==> src/rtl/mem_pkg.sv <==
// Shared constants and bundles for the MEM stage.
// FSM encoding, result-select encoding and the MEM/WB bundle.
package mem_pkg;

  localparam int unsigned DEFAULT_MAX_WAIT = 16;

  localparam logic [1:0] ST_IDLE  = 2'd0;
  localparam logic [1:0] ST_WAIT  = 2'd1;
  localparam logic [1:0] ST_DRAIN = 2'd2;

  localparam logic RES_ALU = 1'b0;
  localparam logic RES_MEM = 1'b1;

  localparam logic [31:0] ERR_LOAD_DATA = 32'h0;

  typedef struct packed {
    logic        reg_write;
    logic        result_src;
    logic [31:0] alu_result;
    logic [31:0] read_data;
    logic [4:0]  rd;
    logic [31:0] pc_plus4;
  } mem_wb_t;

endpackage

==> src/rtl/memory_cycle_mem_wb_reg.sv <==
// MEM/WB pipeline register; a stall inserts a bubble.
// Load data is only replaced when the MEM stage says so.
module mem_wb_reg
  import mem_pkg::*;
(
  input  logic        clk,
  input  logic        rst,
  input  logic        stall,
  input  logic        kill,
  input  logic        rdata_upd,
  input  logic [31:0] rdata_val,
  input  logic        RegWriteM,
  input  logic        ResultSrcM,
  input  logic [31:0] ALUResultM,
  input  logic [4:0]  RDM,
  input  logic [31:0] PCPlus4M,
  output logic        RegWriteW,
  output logic        ResultSrcW,
  output logic [31:0] ALUResultW,
  output logic [31:0] ReadDataW,
  output logic [4:0]  RDW,
  output logic [31:0] PCPlus4W
);

  mem_wb_t wb_q, wb_d;

  always_comb begin
    wb_d = wb_q;
    if (stall) begin
      wb_d.reg_write = 1'b0;
    end else begin
      wb_d.reg_write  = RegWriteM & ~kill;
      wb_d.result_src = ResultSrcM;
      wb_d.alu_result = ALUResultM;
      wb_d.rd         = RDM;
      wb_d.pc_plus4   = PCPlus4M;
      if (rdata_upd) wb_d.read_data = rdata_val;
    end
  end

  always_ff @(posedge clk or negedge rst) begin
    if (!rst) wb_q <= '0;
    else      wb_q <= wb_d;
  end

  assign RegWriteW  = wb_q.reg_write;
  assign ResultSrcW = wb_q.result_src;
  assign ALUResultW = wb_q.alu_result;
  assign ReadDataW  = wb_q.read_data;
  assign RDW        = wb_q.rd;
  assign PCPlus4W   = wb_q.pc_plus4;

endmodule

==> src/rtl/memory_cycle.sv <==
// MEM stage: data-memory handshake, stall and timeout control.
// Feeds the MEM/WB register used by writeback and forwarding.
module memory_cycle
  import mem_pkg::*;
#(
  parameter int unsigned MAX_WAIT = DEFAULT_MAX_WAIT,
  parameter int unsigned CNT_W    = 8
) (
  input  logic        clk,
  input  logic        rst,
  input  logic        RegWriteM,
  input  logic        ResultSrcM,
  input  logic        MemWriteM,
  input  logic [31:0] ALUResultM,
  input  logic [31:0] WriteDataM,
  input  logic [4:0]  RDM,
  input  logic [31:0] PCPlus4M,
  output logic        dmem_req,
  output logic        dmem_we,
  output logic [31:0] dmem_addr,
  output logic [31:0] dmem_wdata,
  input  logic        dmem_ready,
  input  logic [31:0] dmem_rdata,
  output logic        StallM,
  output logic        MemErrM,
  output logic        RegWriteW,
  output logic        ResultSrcW,
  output logic [31:0] ALUResultW,
  output logic [31:0] ReadDataW,
  output logic [4:0]  RDW,
  output logic [31:0] PCPlus4W
);

  logic [1:0]       state_q, state_d;
  logic [CNT_W-1:0] cnt_q, cnt_d, cnt_inc;
  logic [31:0]      addr_q, addr_d;
  logic [31:0]      wdata_q, wdata_d;
  logic             we_q, we_d;

  logic access, misaligned, is_load;
  logic done, timeout, kill;
  logic rdata_upd;
  logic [31:0] rdata_val;

  always_comb begin
    access     = MemWriteM | (ResultSrcM == RES_MEM);
    misaligned = access & (ALUResultM[1:0] != 2'b00);
    is_load    = (ResultSrcM == RES_MEM) & ~MemWriteM;
    cnt_inc    = cnt_q + 1'b1;
    state_d    = state_q;
    cnt_d      = cnt_q;
    addr_d     = addr_q;
    wdata_d    = wdata_q;
    we_d       = we_q;
    dmem_req   = 1'b0;
    dmem_we    = 1'b0;
    dmem_addr  = '0;
    dmem_wdata = '0;
    StallM     = 1'b0;
    MemErrM    = 1'b0;
    done       = 1'b0;
    timeout    = 1'b0;
    kill       = 1'b0;
    // Outputs stay quiet while reset is held, whatever EX/MEM shows.
    if (rst) begin
      unique case (state_q)
        ST_IDLE: begin
          if (misaligned) begin
            MemErrM = 1'b1;
            kill    = 1'b1;
          end else if (access) begin
            dmem_req   = 1'b1;
            dmem_we    = MemWriteM;
            dmem_addr  = ALUResultM;
            dmem_wdata = WriteDataM;
            if (dmem_ready) begin
              done = 1'b1;
            end else begin
              StallM  = 1'b1;
              addr_d  = ALUResultM;
              wdata_d = WriteDataM;
              we_d    = MemWriteM;
              cnt_d   = '0;
              state_d = ST_WAIT;
            end
          end
        end
        ST_WAIT: begin
          dmem_req   = 1'b1;
          dmem_we    = we_q;
          dmem_addr  = addr_q;
          dmem_wdata = wdata_q;
          cnt_d      = cnt_inc;
          // The issue cycle counts, so req is up MAX_WAIT cycles in total.
          if (dmem_ready) begin
            done    = 1'b1;
            state_d = ST_IDLE;
          end else if (cnt_inc == CNT_W'(MAX_WAIT - 1)) begin
            timeout = 1'b1;
            MemErrM = 1'b1;
            state_d = ST_IDLE;
          end else begin
            StallM = 1'b1;
          end
        end
        ST_DRAIN: state_d = ST_IDLE;
        default:  state_d = ST_IDLE;
      endcase
    end
    rdata_upd = (done & is_load) | timeout | kill;
    rdata_val = (done & is_load) ? dmem_rdata : ERR_LOAD_DATA;
  end

  always_ff @(posedge clk or negedge rst) begin
    if (!rst) begin
      state_q <= ST_IDLE;
      cnt_q   <= '0;
      addr_q  <= '0;
      wdata_q <= '0;
      we_q    <= 1'b0;
    end else begin
      state_q <= state_d;
      cnt_q   <= cnt_d;
      addr_q  <= addr_d;
      wdata_q <= wdata_d;
      we_q    <= we_d;
    end
  end

  mem_wb_reg u_mem_wb (
    .clk        (clk),
    .rst        (rst),
    .stall      (StallM),
    .kill       (kill),
    .rdata_upd  (rdata_upd),
    .rdata_val  (rdata_val),
    .RegWriteM  (RegWriteM),
    .ResultSrcM (ResultSrcM),
    .ALUResultM (ALUResultM),
    .RDM        (RDM),
    .PCPlus4M   (PCPlus4M),
    .RegWriteW  (RegWriteW),
    .ResultSrcW (ResultSrcW),
    .ALUResultW (ALUResultW),
    .ReadDataW  (ReadDataW),
    .RDW        (RDW),
    .PCPlus4W   (PCPlus4W)
  );

endmodule

==> config.mk <==
export PLATFORM = sky130hd
export DESIGN_NAME = memory_cycle
export DESIGN_NICKNAME = d
export VERILOG_FILES = /design/src/rtl/mem_pkg.sv /design/src/rtl/memory_cycle_mem_wb_reg.sv /design/src/rtl/memory_cycle.sv
export SDC_FILE = /design/constraint.sdc
export NUM_CORES = 1
export LEC_CHECK = 0
export CAP_MARGIN = 20
export CORE_UTILIZATION = 34
export CTS_BUF_LIST = sky130_fd_sc_hd__clkbuf_8
export DETAILED_ROUTE_END_ITERATION = 6
export GPL_ROUTABILITY_DRIVEN = 0
export PLACE_DENSITY = 0.61
export SYNTH_ARGS = -nofsm -noshare
export SYNTH_HDL_FRONTEND = slang
export SYNTH_HIERARCHICAL = 1
export SYNTH_SLANG_ARGS = --single-unit
==> constraint.sdc <==
create_clock -name clk -period 2.74 [get_ports clk]
set_clock_uncertainty 0.05 [all_clocks]
set_input_delay 0.548 -clock clk [delete_from_list [all_inputs] [get_ports clk]]
set_output_delay 0.548 -clock clk [all_outputs]
set_load 0.1 [all_outputs]
==> results of run 1 <==
## area by class of cell
type,count,area (µm²)
inverter,3,11.3
clock buffer,17,234
fill,1798,9190
clock inverter,14,133
timing repair buffer,360,4260
sequential,177,4430
tap,285,357
multi-input combinational,452,4090
## metrics by stage
stage | utilization [%] | hold slack [ps] | setup WS, ps | cells
6_report | 59.5 | 157 | -134 | 1308
5_1_grt | 59.5 | 179 | -217 | 1308
4_1_cts | 58.5 | 141 | -176 | 1301
3_5_place_dp | 54.0 | 412 | -255 | 1258
3_3_place_gp | 54.0 | 408 | -243 | 1258
2_1_floorplan | - | 202 | -199 | 676
## sequential cells by signal, indices dropped and copies added (netlist names)
signal	cells
addr_q	32
cnt_q	8
state_q	1
u_mem_wb/ALUResultW	32
u_mem_wb/PCPlus4W	32
u_mem_wb/RDW	5
u_mem_wb/ReadDataW	32
u_mem_wb/RegWriteW	1
u_mem_wb/ResultSrcW	1
wdata_q	32
we_q	1
## power by group
group          internal [W]  switching [W]
Clock              0.000729        0.00102
Sequential          0.00308       0.000378
Combinational       0.00155        0.00259
## kinds of logic after synthesis
kind of cell	Yosys count
AO/OA/AOI/OAI	80
XOR/XNOR	2
adder cells (fa/ha/maj)	2
buffers and inverters	47
flip-flops	177
multiplexers	106
AND/OR/NAND/NOR	262
## layout by cell type, fill, tap and decap left out, types with 5 or more instances in the layout
cell type / count
dfrtp_1: 175
and2_1: 35
and3_1: 6
buf_12: 84
mux2_4: 99
nand2_1: 193
clkdlybuf4s50_1: 135
clkbuf_16: 5
buf_4: 127
a22o_4: 62
clkbuf_8: 18
nor2_1: 6
## worst register-to-register path, cell delays in order, from the launching register on
cell and delay (ps):
dfrtp_1 420, or4b_4 530, or3_4 430, o31ai_4 90
buf_4 210, buf_12 160, buf_12 200, mux2_4 320
## per-layer routing
metal  part of all wire, %  vias to the layer above  wire length, µm
met5                     0                        -                0
met4                   1.3                        0              329
met3                   5.5                       26             1350
met2                    47                      206            11600
met1                    46                     3169            11400
li1                      -                     3004                -
## path summary, 6_finish.rpt
| check | endpoint | slack (ps) |
|---|---|---|
| max in group asynchronous | wdata_q[21] | 1180 |
| setup / recovery | dmem_wdata[16] | -130 |
| setup reg to reg | u_mem_wb/ALUResultW[10] | 220 |
| hold / removal | u_mem_wb/PCPlus4W[0] | 160 |
| hold reg to reg | addr_q[1] | 440 |
| min in group clk | addr_q[1] | 440 |
## what timing repair did
action	CTS	global route
cloned	4	5
gates resized for setup	73	15
pin swaps	7	11
setup buffers	9	3
endpoints found under the setup margin	64	65
endpoints found under the hold margin	0	0
==> impl_metrics.csv, run 1 <==
group,metric,value,unit
outcome,status,"finished with violations",
outcome,violations,"negative setup slack",
detailed_routing,totalWireLength,24600,µm
detailed_routing,drcViolationCount,0,
setup_path,setup.worst_path.class,"reg -> out",
clocking,tritoncts,"yes",
min_path,hp-class,"in -> async",
global_route,antenna_found_initial,0,
clocking,cts_sinks,177,
global_route,grt_pass1_vias,6552,
setup_path,crit_path_start,"state_q[0]",
sta,worstMarginPinSlew,937,ps
setup_path,start_kind,"flop",
detailed_routing,final_antenna_net_count,0,
placement,io_buffers,309,
setup_path,cp_num_cells,7,
finish,final_nets,1152,
detailed_routing,viasPerCell,4.90,
finish,area_growth_syn_to_layout,71.3,%
sta,slew_viol_final,0,
floorplan,chipHeight,154,µm
sta,min_period,2870,ps
synth,yosysWarnings,6,
placement,dp_hpwl,15700,µm
synth,synthTopCellsByCount,"193 x nand2_1, 177 x dfrtp_1, 73 x mux2_2, 63 x a22o_1, 35 x and2_1",
setup_path,cp_data_arrival_time,2280,ps
synth,synth_top_family_by_area,"multiplexers",
global_route,grtUsageMet2,32.5,%
sta,relSlewSlack,37.5,%
global_route,grt_pass1_wl,37600,µm
clocking,holdBufCountCts,0,
synth,synth_cells,676,
setup_path,crit_family,"simple AND/OR/NAND/NOR gates",
power_and_ir_drop,powerDensity,691,mW/mm²
clocking,cts-root-buf,"clkbuf_8",
sta,setup-tns-final,-5860,ps
sta,rsz0062_at_grt,"yes",
setup_path,reg2reg_depth,7,
clocking,cts_buffers,17,
power_and_ir_drop,p_leak,6.53,nW
detailed_routing,vias,6405,
detailed_routing,first_pass_iters,4,
synth,yosysMostFrequentCell,"nand2_1",
synth,synth_compound_area_share,8.52,%
detailed_routing,wl_per_cell,18.8,µm
floorplan,die_area,0.0238,mm²
flow_run,drv_cap,0,
global_route,overflow,0,
sta,finalCritPeriodShare,105,%
clocking,htree_levels,4,
synth,synthXorXnorAreaFrac,0.222,%
clocking,clock_latency,450,ps
setup_path,crit_path_cell_trace,"or4b_4 -> nor2_4 -> buf_6 -> buf_12 -> clkbuf_16 -> a22o_4 -> buf_12",
floorplan,core_area,0.0227,mm²
power_and_ir_drop,power.total,0.00934,W
detailed_routing,drt_iter0_drc,271,
global_route,use_met3,4.48,%
synth,synthDistinctLibCells,38,
sta,clock.fmax,348,MHz
floorplan,start_util,34.7,%
floorplan,ios,310,
finish,final_area,0.0135,mm²
synth,async_flop_share,100,%
setup_path,crit_path_max_incr_delay,530,ps
synth,syn_area_per_cell,11.7,µm²
sta,finalHoldViolCount,0,
placement,placed_cell_area,0.0123,mm²
power_and_ir_drop,ir_drop,0.000296,V
synth,syn-num-nets,817,
synth,synth_top_area_cell,"dfrtp_1",
synth,synth_area,0.00789,mm²
clocking,cts_buffer_depth,2,
sta,layout_setup_ws,-134,ps
synth,synth_adder_area_share,0.317,%
synth,synth_mux_area_share,16.5,%
synth,synthSimpleGateAreaFrac,14.6,%
setup_path,worstPathRequired,2140,ps
synth,ys_ff_latch,177,
setup_path,crit_top_cell,"buf_12",
synth,synth-seq-area-share,56.1,%
sta,setup_violations,63,
clocking,clkTransAtPathRegs,110,ps
finish,drive_gt1_share,42.6,%
setup_path,crit_path_top_delay_cell,"or4b_4",
setup_path,crit_path_end_kind,"output pin",
synth,synth_top_area_share,56.1,%
floorplan,die_w,154,µm
global_route,grt-busiest-layer,"met2",
synth,ys_top_cells_by_area,"dfrtp_1 56%, mux2_2 10%, nand2_1 9.2%, a22o_1 7.0%, mux2_4 5.7%",
global_route,grt_use_total,20.2,%
synth,synth-edff-count,0,
finish,antenna_cells,0,
global_route,use_met1,27.5,%
synth,yosys_most_used_dff,"dfrtp_1",
global_route,grt_max_degree,75,
setup_path,r2r_start,"state_q[0]",
setup_path,critPathMaxFanout,5,
setup_path,crit_buf_inv,4,
floorplan,std_cell_rows,55,
No activity file was read; power rests on OpenSTA's default activity.
==> run 2, diff against run 1 <==
--- a/config.mk
+++ b/config.mk
@@ -6,6 +6,7 @@
 export NUM_CORES = 1
 export LEC_CHECK = 0
 export CAP_MARGIN = 20
+export CORE_MARGIN = 10
 export CORE_UTILIZATION = 34
 export CTS_BUF_LIST = sky130_fd_sc_hd__clkbuf_8
 export DETAILED_ROUTE_END_ITERATION = 6
==> impl_metrics.csv, run 2 (same netlist as run 1, synthesis figures left out) <==
group,metric,value,unit
power_and_ir_drop,pwr-share-comb,44.2,%
setup_path,crit_path_end_kind,"output pin",
floorplan,chipHeight,172,µm
detailed_routing,first_pass_iters,4,
power_and_ir_drop,clkPwrFrac,18.7,%
detailed_routing,vias,6335,
floorplan,std_cell_rows,55,
floorplan,core_area,0.0227,mm²
min_path,hp-class,"in -> async",
outcome,violations,"negative setup slack",
global_route,grt_use_total,17.4,%
detailed_routing,wl_per_cell,20.7,µm
clocking,clock_latency,450,ps
floorplan,die_area,0.0297,mm²
finish,layout_commonest_cell,"nand2_1",
power_and_ir_drop,power_switching,0.00398,W
sta,slew_viol_final,0,
setup_path,worstPathRequired,2140,ps
global_route,overflow,0,
placement,dp_hpwl,18200,µm
sta,setup_violations,60,
clocking,cts_sinks,177,
clocking,tritoncts,"yes",
setup_path,crit_path_cell_trace,"or4b_4 -> nor2_4 -> buf_12 -> buf_16 -> a22o_4 -> buf_12",
setup_path,crit_family,"simple AND/OR/NAND/NOR gates",
sta,relSlewSlack,49.2,%
setup_path,crit_buf_inv,3,
setup_path,setup.worst_path.class,"reg -> out",
power_and_ir_drop,powerDensity,698,mW/mm²
detailed_routing,drcViolationCount,0,
finish,area_growth_syn_to_layout,69.1,%
detailed_routing,viasPerCell,4.84,
clocking,cts-root-buf,"clkbuf_8",
placement,place_inst,1251,
sta,layout_setup_ws,-108,ps
global_route,antenna_found_initial,3,
sta,finalHoldViolCount,0,
placement,io_buffers,309,
detailed_routing,drt_iter0_drc,371,
global_route,grt_pass1_wl,40000,µm
setup_path,critPathMaxFanout,11,
detailed_routing,totalWireLength,27100,µm
clocking,cts_buffers,17,
power_and_ir_drop,ir_drop,0.000275,V
sta,min_period,2850,ps
setup_path,crit_top_cell,"buf_12",
flow_run,drv_cap,0,
finish,drive_gt1_share,42.1,%
detailed_routing,final_antenna_net_count,0,
clocking,cts_buffer_depth,2,
power_and_ir_drop,p_seq_share,37.1,%
setup_path,start_kind,"flop",
setup_path,crit_path_max_incr_delay,520,ps
floorplan,ios,310,
setup_path,cp_data_arrival_time,2250,ps
global_route,grt_pass1_vias,6579,
sta,clock.fmax,351,MHz
sta,worstMarginPinSlew,763,ps
outcome,status,"finished with violations",
sta,finalCritPeriodShare,104,%
power_and_ir_drop,intPower,0.00533,W
floorplan,die_w,172,µm
finish,layoutNonFillerInstCount,1308,
floorplan,start_util,34.7,%
setup_path,crit_path_top_delay_cell,"or4b_4",
finish,final_nets,1150,
setup_path,r2r_slack,100,ps
power_and_ir_drop,power.total,0.00930,W
clocking,htree_levels,4,
clocking,clkTransAtPathRegs,110,ps
finish,final_cell_mix,"193 x nand2_1, 175 x dfrtp_1, 135 x clkdlybuf4s50_1, 134 x buf_4, 100 x mux2_4",
sta,rsz0062_at_grt,"yes",
power_and_ir_drop,p_leak,6.47,nW
placement,dp_slack,-264,ps
global_route,grt_max_degree,65,
power_and_ir_drop,p_sw_share,42.8,%
==> run 2: cell type report <==
cell class,instances,area (µm²)
diodes,2,5.00
clock buffers,17,234
clock inverters,14,131
fillers,1832,9370
inverters,3,11.3
multi-input cells,452,4050
flip-flops and latches,177,4430
well taps,285,357
repair buffers,358,4110
==> run 2: worst paths after layout <==
kind                                         endpoint  depth (start not counted)       start
min in group clk                            addr_q[1]                          1   addr_q[1]
worst max register to register  u_mem_wb/PCPlus4W[19]                          8  state_q[0]
worst min-delay path                         cnt_q[5]                          3         rst
max in group asynchronous                 wdata_q[22]                          4         rst
worst max-delay path                    dmem_wdata[8]                          6  state_q[0]
worst min register to register              addr_q[1]                          1   addr_q[1]
==> run 2: stage by stage <==
stage                     cell area (µm²)  hold WS [ps]  utilization, %  setup TNS [ps]
after floorplan                      8350           202               -           -9630
after global routing                13300           259            58.7           -9260
after global placement              12100           407            53.5          -28660
after detailed placement            12100           412            53.5          -31100
after CTS                           13100           226            57.6          -10110
final                               13300           250            58.7           -3630
==> run 2: power groups by stage <==
stage | sequential [W] | clock, W | combinational [W]
after floorplan | 0.00426 | 0 | 0.00179
final | 0.00345 | 0.00174 | 0.00411
after global placement | 0.00343 | 0 | 0.00381
after global routing | 0.00351 | 0.00192 | 0.00430
after detailed placement | 0.00343 | 0 | 0.00384
after CTS | 0.00342 | 0.00181 | 0.00404
==> run 2: timing repair <==
| action | in CTS | in global routing |
|---|---|---|
| resized for setup | 50 | 35 |
| hold endpoints to repair | 4 | 0 |
| pin swaps | 7 | 10 |
| gates cloned | 5 | 3 |
| hold buffers | 1 | 0 |
| endpoints found under the setup margin | 64 | 64 |
| setup buffers | 14 | 6 |
==> run 2: worst min-delay path, cell delays in order <==
cell	delay, ps
clkbuf_8	90
buf_4	150
buf_4	390
==> run 2: per-layer routing <==
| layer | wire (µm) | global-route usage (%) | vias to the layer above |
|---|---|---|---|
| met5 | 8 | 0 | - |
| met4 | 402 | 4.42 | 2 |
| li1 | - | - | 2993 |
| met1 | 11700 | 22.1 | 3113 |
| met3 | 1940 | 5.40 | 26 |
| met2 | 13000 | 28.2 | 201 |
==> run 3, diff against run 2 <==
--- a/config.mk
+++ b/config.mk
@@ -5,6 +5,7 @@
 export SDC_FILE = /design/constraint.sdc
 export NUM_CORES = 1
 export LEC_CHECK = 0
+export ABC_AREA = 1
 export CAP_MARGIN = 20
 export CORE_MARGIN = 10
 export CORE_UTILIZATION = 34
@@ -12,6 +13,7 @@
 export DETAILED_ROUTE_END_ITERATION = 6
 export GPL_ROUTABILITY_DRIVEN = 0
 export PLACE_DENSITY = 0.61
+export SKIP_LAST_GASP = 1
 export SYNTH_ARGS = -nofsm -noshare
 export SYNTH_HDL_FRONTEND = slang
 export SYNTH_HIERARCHICAL = 1
==> constraint.sdc (replaced) <==
create_clock -name clk -period 2.74 [get_ports clk]
set_clock_uncertainty 0.05 [all_clocks]
set_input_delay 0.822 -clock clk [delete_from_list [all_inputs] [get_ports clk]]
set_output_delay 0.822 -clock clk [all_outputs]
set_load 0.1 [all_outputs]
==> impl_metrics.csv, run 3 <==
group,metric,value,unit
outcome,status,"finished with violations",
outcome,violations,"negative setup slack",
global_route,antenna_found_initial,1,
global_route,overflow,0,
clocking,holdBufCountCts,0,
setup_path,crit_top_cell,"buf_12",
setup_path,crit_path_end_kind,"output pin",
finish,final_cell_mix,"327 x nand2_1, 187 x buf_4, 177 x dfrtp_1, 132 x clkdlybuf4s50_1, 109 x inv_1",
clocking,cts-root-buf,"clkbuf_8",
clocking,clkTransAtPathRegs,90,ps
min_path,hp-class,"reg -> reg",
flow_run,drv_cap,0,
sta,setup-tns-final,-12850,ps
finish,fillers,1921,
floorplan,core_area,0.0227,mm²
clocking,clock_latency,460,ps
global_route,grt_pass1_wl,43700,µm
clocking,cts_buffers,17,
synth,synth_top_area_cell,"dfrtp_1",
clocking,tritoncts,"yes",
synth,async_flop_share,100,%
power_and_ir_drop,p_seq_share,38.1,%
setup_path,r2r_slack,220,ps
placement,placed_cell_area,0.0130,mm²
finish,multi_input_area,0.00361,mm²
synth,synthDistinctLibCells,21,
synth,ys_ff_latch,177,
power_and_ir_drop,power_switching,0.00342,W
sta,worstMarginPinSlew,871,ps
power_and_ir_drop,intPower,0.00484,W
global_route,grt_pass1_vias,7671,
floorplan,chipHeight,172,µm
synth,syn_area_per_cell,8.19,µm²
setup_path,crit_path_cell_trace,"buf_8 -> nor2_4 -> inv_2 -> nor3_4 -> buf_12 -> buf_12 -> nand2_1 -> o21ai_4 -> buf_12",
detailed_routing,drt_iter0_drc,493,
synth,yosys_most_used_dff,"dfrtp_1",
power_and_ir_drop,p_sw_share,41.4,%
detailed_routing,first_pass_iters,5,
synth,synth_area,0.00785,mm²
detailed_routing,viasPerCell,4.66,
synth,yosysMostFrequentCell,"nand2_1",
floorplan,std_cell_rows,55,
power_and_ir_drop,clkPwrFrac,24.1,%
detailed_routing,vias,7609,
sta,slew_viol_final,0,
placement,dp_hpwl,21000,µm
floorplan,die_w,172,µm
synth,synth_cells,959,
floorplan,die_area,0.0296,mm²
placement,io_buffers,309,
global_route,grt_max_degree,65,
sta,relSlewSlack,41.9,%
global_route,grt_use_total,18.8,%
power_and_ir_drop,ir_drop,0.000344,V
sta,finalCritPeriodShare,109,%
detailed_routing,wl_per_cell,17.5,µm
synth,yosysWarnings,6,
sta,layout_setup_ws,-249,ps
floorplan,ios,310,
sta,rsz0062_at_grt,"yes",
synth,synth_top_area_share,56.4,%
clocking,cts_sinks,177,
synth,synth-seq-area-share,56.4,%
finish,postLayoutCoreUtil,60.8,%
placement,place_inst,1580,
sta,finalHoldViolCount,0,
floorplan,start_util,34.6,%
finish,final_area,0.0138,mm²
finish,register_area,0.00443,mm²
sta,min_period,2990,ps
power_and_ir_drop,powerDensity,598,mW/mm²
synth,synth-edff-count,0,
synth,syn-num-nets,1100,
finish,final_nets,1474,
clocking,cts_buffer_depth,2,
finish,layoutNonFillerInstCount,1633,
sta,setup_violations,64,
setup_path,crit_path_top_delay_cell,"nor3_4",
detailed_routing,final_antenna_net_count,0,
setup_path,start_kind,"input port",
setup_path,setup.worst_path.class,"in -> out",
setup_path,crit_path_max_incr_delay,210,ps
synth,ys_top_cells_by_area,"dfrtp_1 56%, nand2_1 18%, inv_1 5.5%, o21ai_0 4.8%, o22ai_1 4.7%",
finish,layout_commonest_cell,"nand2_1",
detailed_routing,drcViolationCount,0,
power_and_ir_drop,p_leak,6.79,nW
setup_path,worstPathRequired,1870,ps
clocking,htree_levels,4,
finish,area_growth_syn_to_layout,76.0,%
synth,synthTopCellsByCount,"369 x nand2_1, 177 x dfrtp_1, 114 x inv_1, 75 x o21ai_0, 59 x o22ai_1",
sta,whs,430,ps
power_and_ir_drop,pwr-share-comb,37.8,%
sta,clock.fmax,335,MHz
setup_path,cp_data_arrival_time,2120,ps
finish,drive_gt1_share,32.6,%
detailed_routing,totalWireLength,28600,µm
setup_path,critPathMaxFanout,18,
-- run 3: cell count changes after synthesis, sizes merged, moves of 59 or more --
cell / delta
mux2: -103
o22ai: +59
nand2: +177
inv: +116
a22o: -63
o21ai: +70
-- run 3: worst paths after layout --
kind | to | from | cells past startpoint
hold reg to reg | u_mem_wb/ReadDataW[1] | u_mem_wb/ReadDataW[1] | 2
min in group asynchronous | u_mem_wb/ALUResultW[31] | rst | 3
max in group asynchronous | u_mem_wb/ReadDataW[1] | rst | 4
hold / removal | u_mem_wb/ReadDataW[1] | u_mem_wb/ReadDataW[1] | 2
setup reg to reg | u_mem_wb/ReadDataW[24] | cnt_q[1] | 14
setup / recovery | dmem_wdata[29] | ALUResultM[0] | 9
-- run 3: area by class of cell --
| class | instances | share of cell area (%) |
|---|---|---|
| Tap cell | 285 | 2.58 |
| Multi-Input combinational cell | 606 | 26.1 |
| Sequential cell | 177 | 32.1 |
| Clock buffer | 18 | 1.79 |
| Clock inverter | 14 | 1.38 |
| Inverter | 119 | 3.33 |
| Antenna cell | 2 | 0.0362 |
| Timing Repair Buffer | 412 | 32.7 |
-- run 3: worst max-delay path: cells and delay by family --
| kind | cells | cell delay (ps) |
|---|---|---|
| buf+inv | 5 | 700 |
| simple gates | 3 | 480 |
| compound gates | 1 | 90 |
-- run 3: layer usage --
metal,wire length [µm],global-route usage [%],up-vias
met3,3380,9.78,24
met2,13500,29.9,253
met4,347,4.20,0
li1,-,-,3739
met1,11400,22.2,3593
met5,0,0,-
-- run 3: timing repair --
| item | CTS | global route |
|---|---|---|
| buffers inserted | 15 | 4 |
| pin swaps | 7 | 12 |
| endpoints found under the setup margin | 66 | 66 |
| resized for setup | 56 | 24 |
| cloned | 1 | 0 |
-- run 3: kinds of logic after synthesis --
kind of cell	count (synthesis)	share of synthesized area [%]
fa+ha+maj	2	0.319
simple gates	466	23.3
compound gates	138	9.86
flops	177	56.4
buf+inv	176	10.1
-- run 3: power groups by stage --
stage	Sequential, W	Combinational [W]	Clock [W]
2_1_floorplan	0.00386	0.00130	0
3_3_place_gp	0.00318	0.00299	0
3_5_place_dp	0.00319	0.00301	0
4_1_cts	0.00315	0.00310	0.00207
5_1_grt	0.00320	0.00330	0.00216
6_report	0.00315	0.00312	0.00199
-- run 3: stage by stage --
stage	setup WS, ps	power [W]
2_1_floorplan	-348	0.00516
3_3_place_gp	-676	0.00617
3_5_place_dp	-682	0.00621
4_1_cts	-271	0.00832
5_1_grt	-369	0.00866
6_report	-249	0.00826
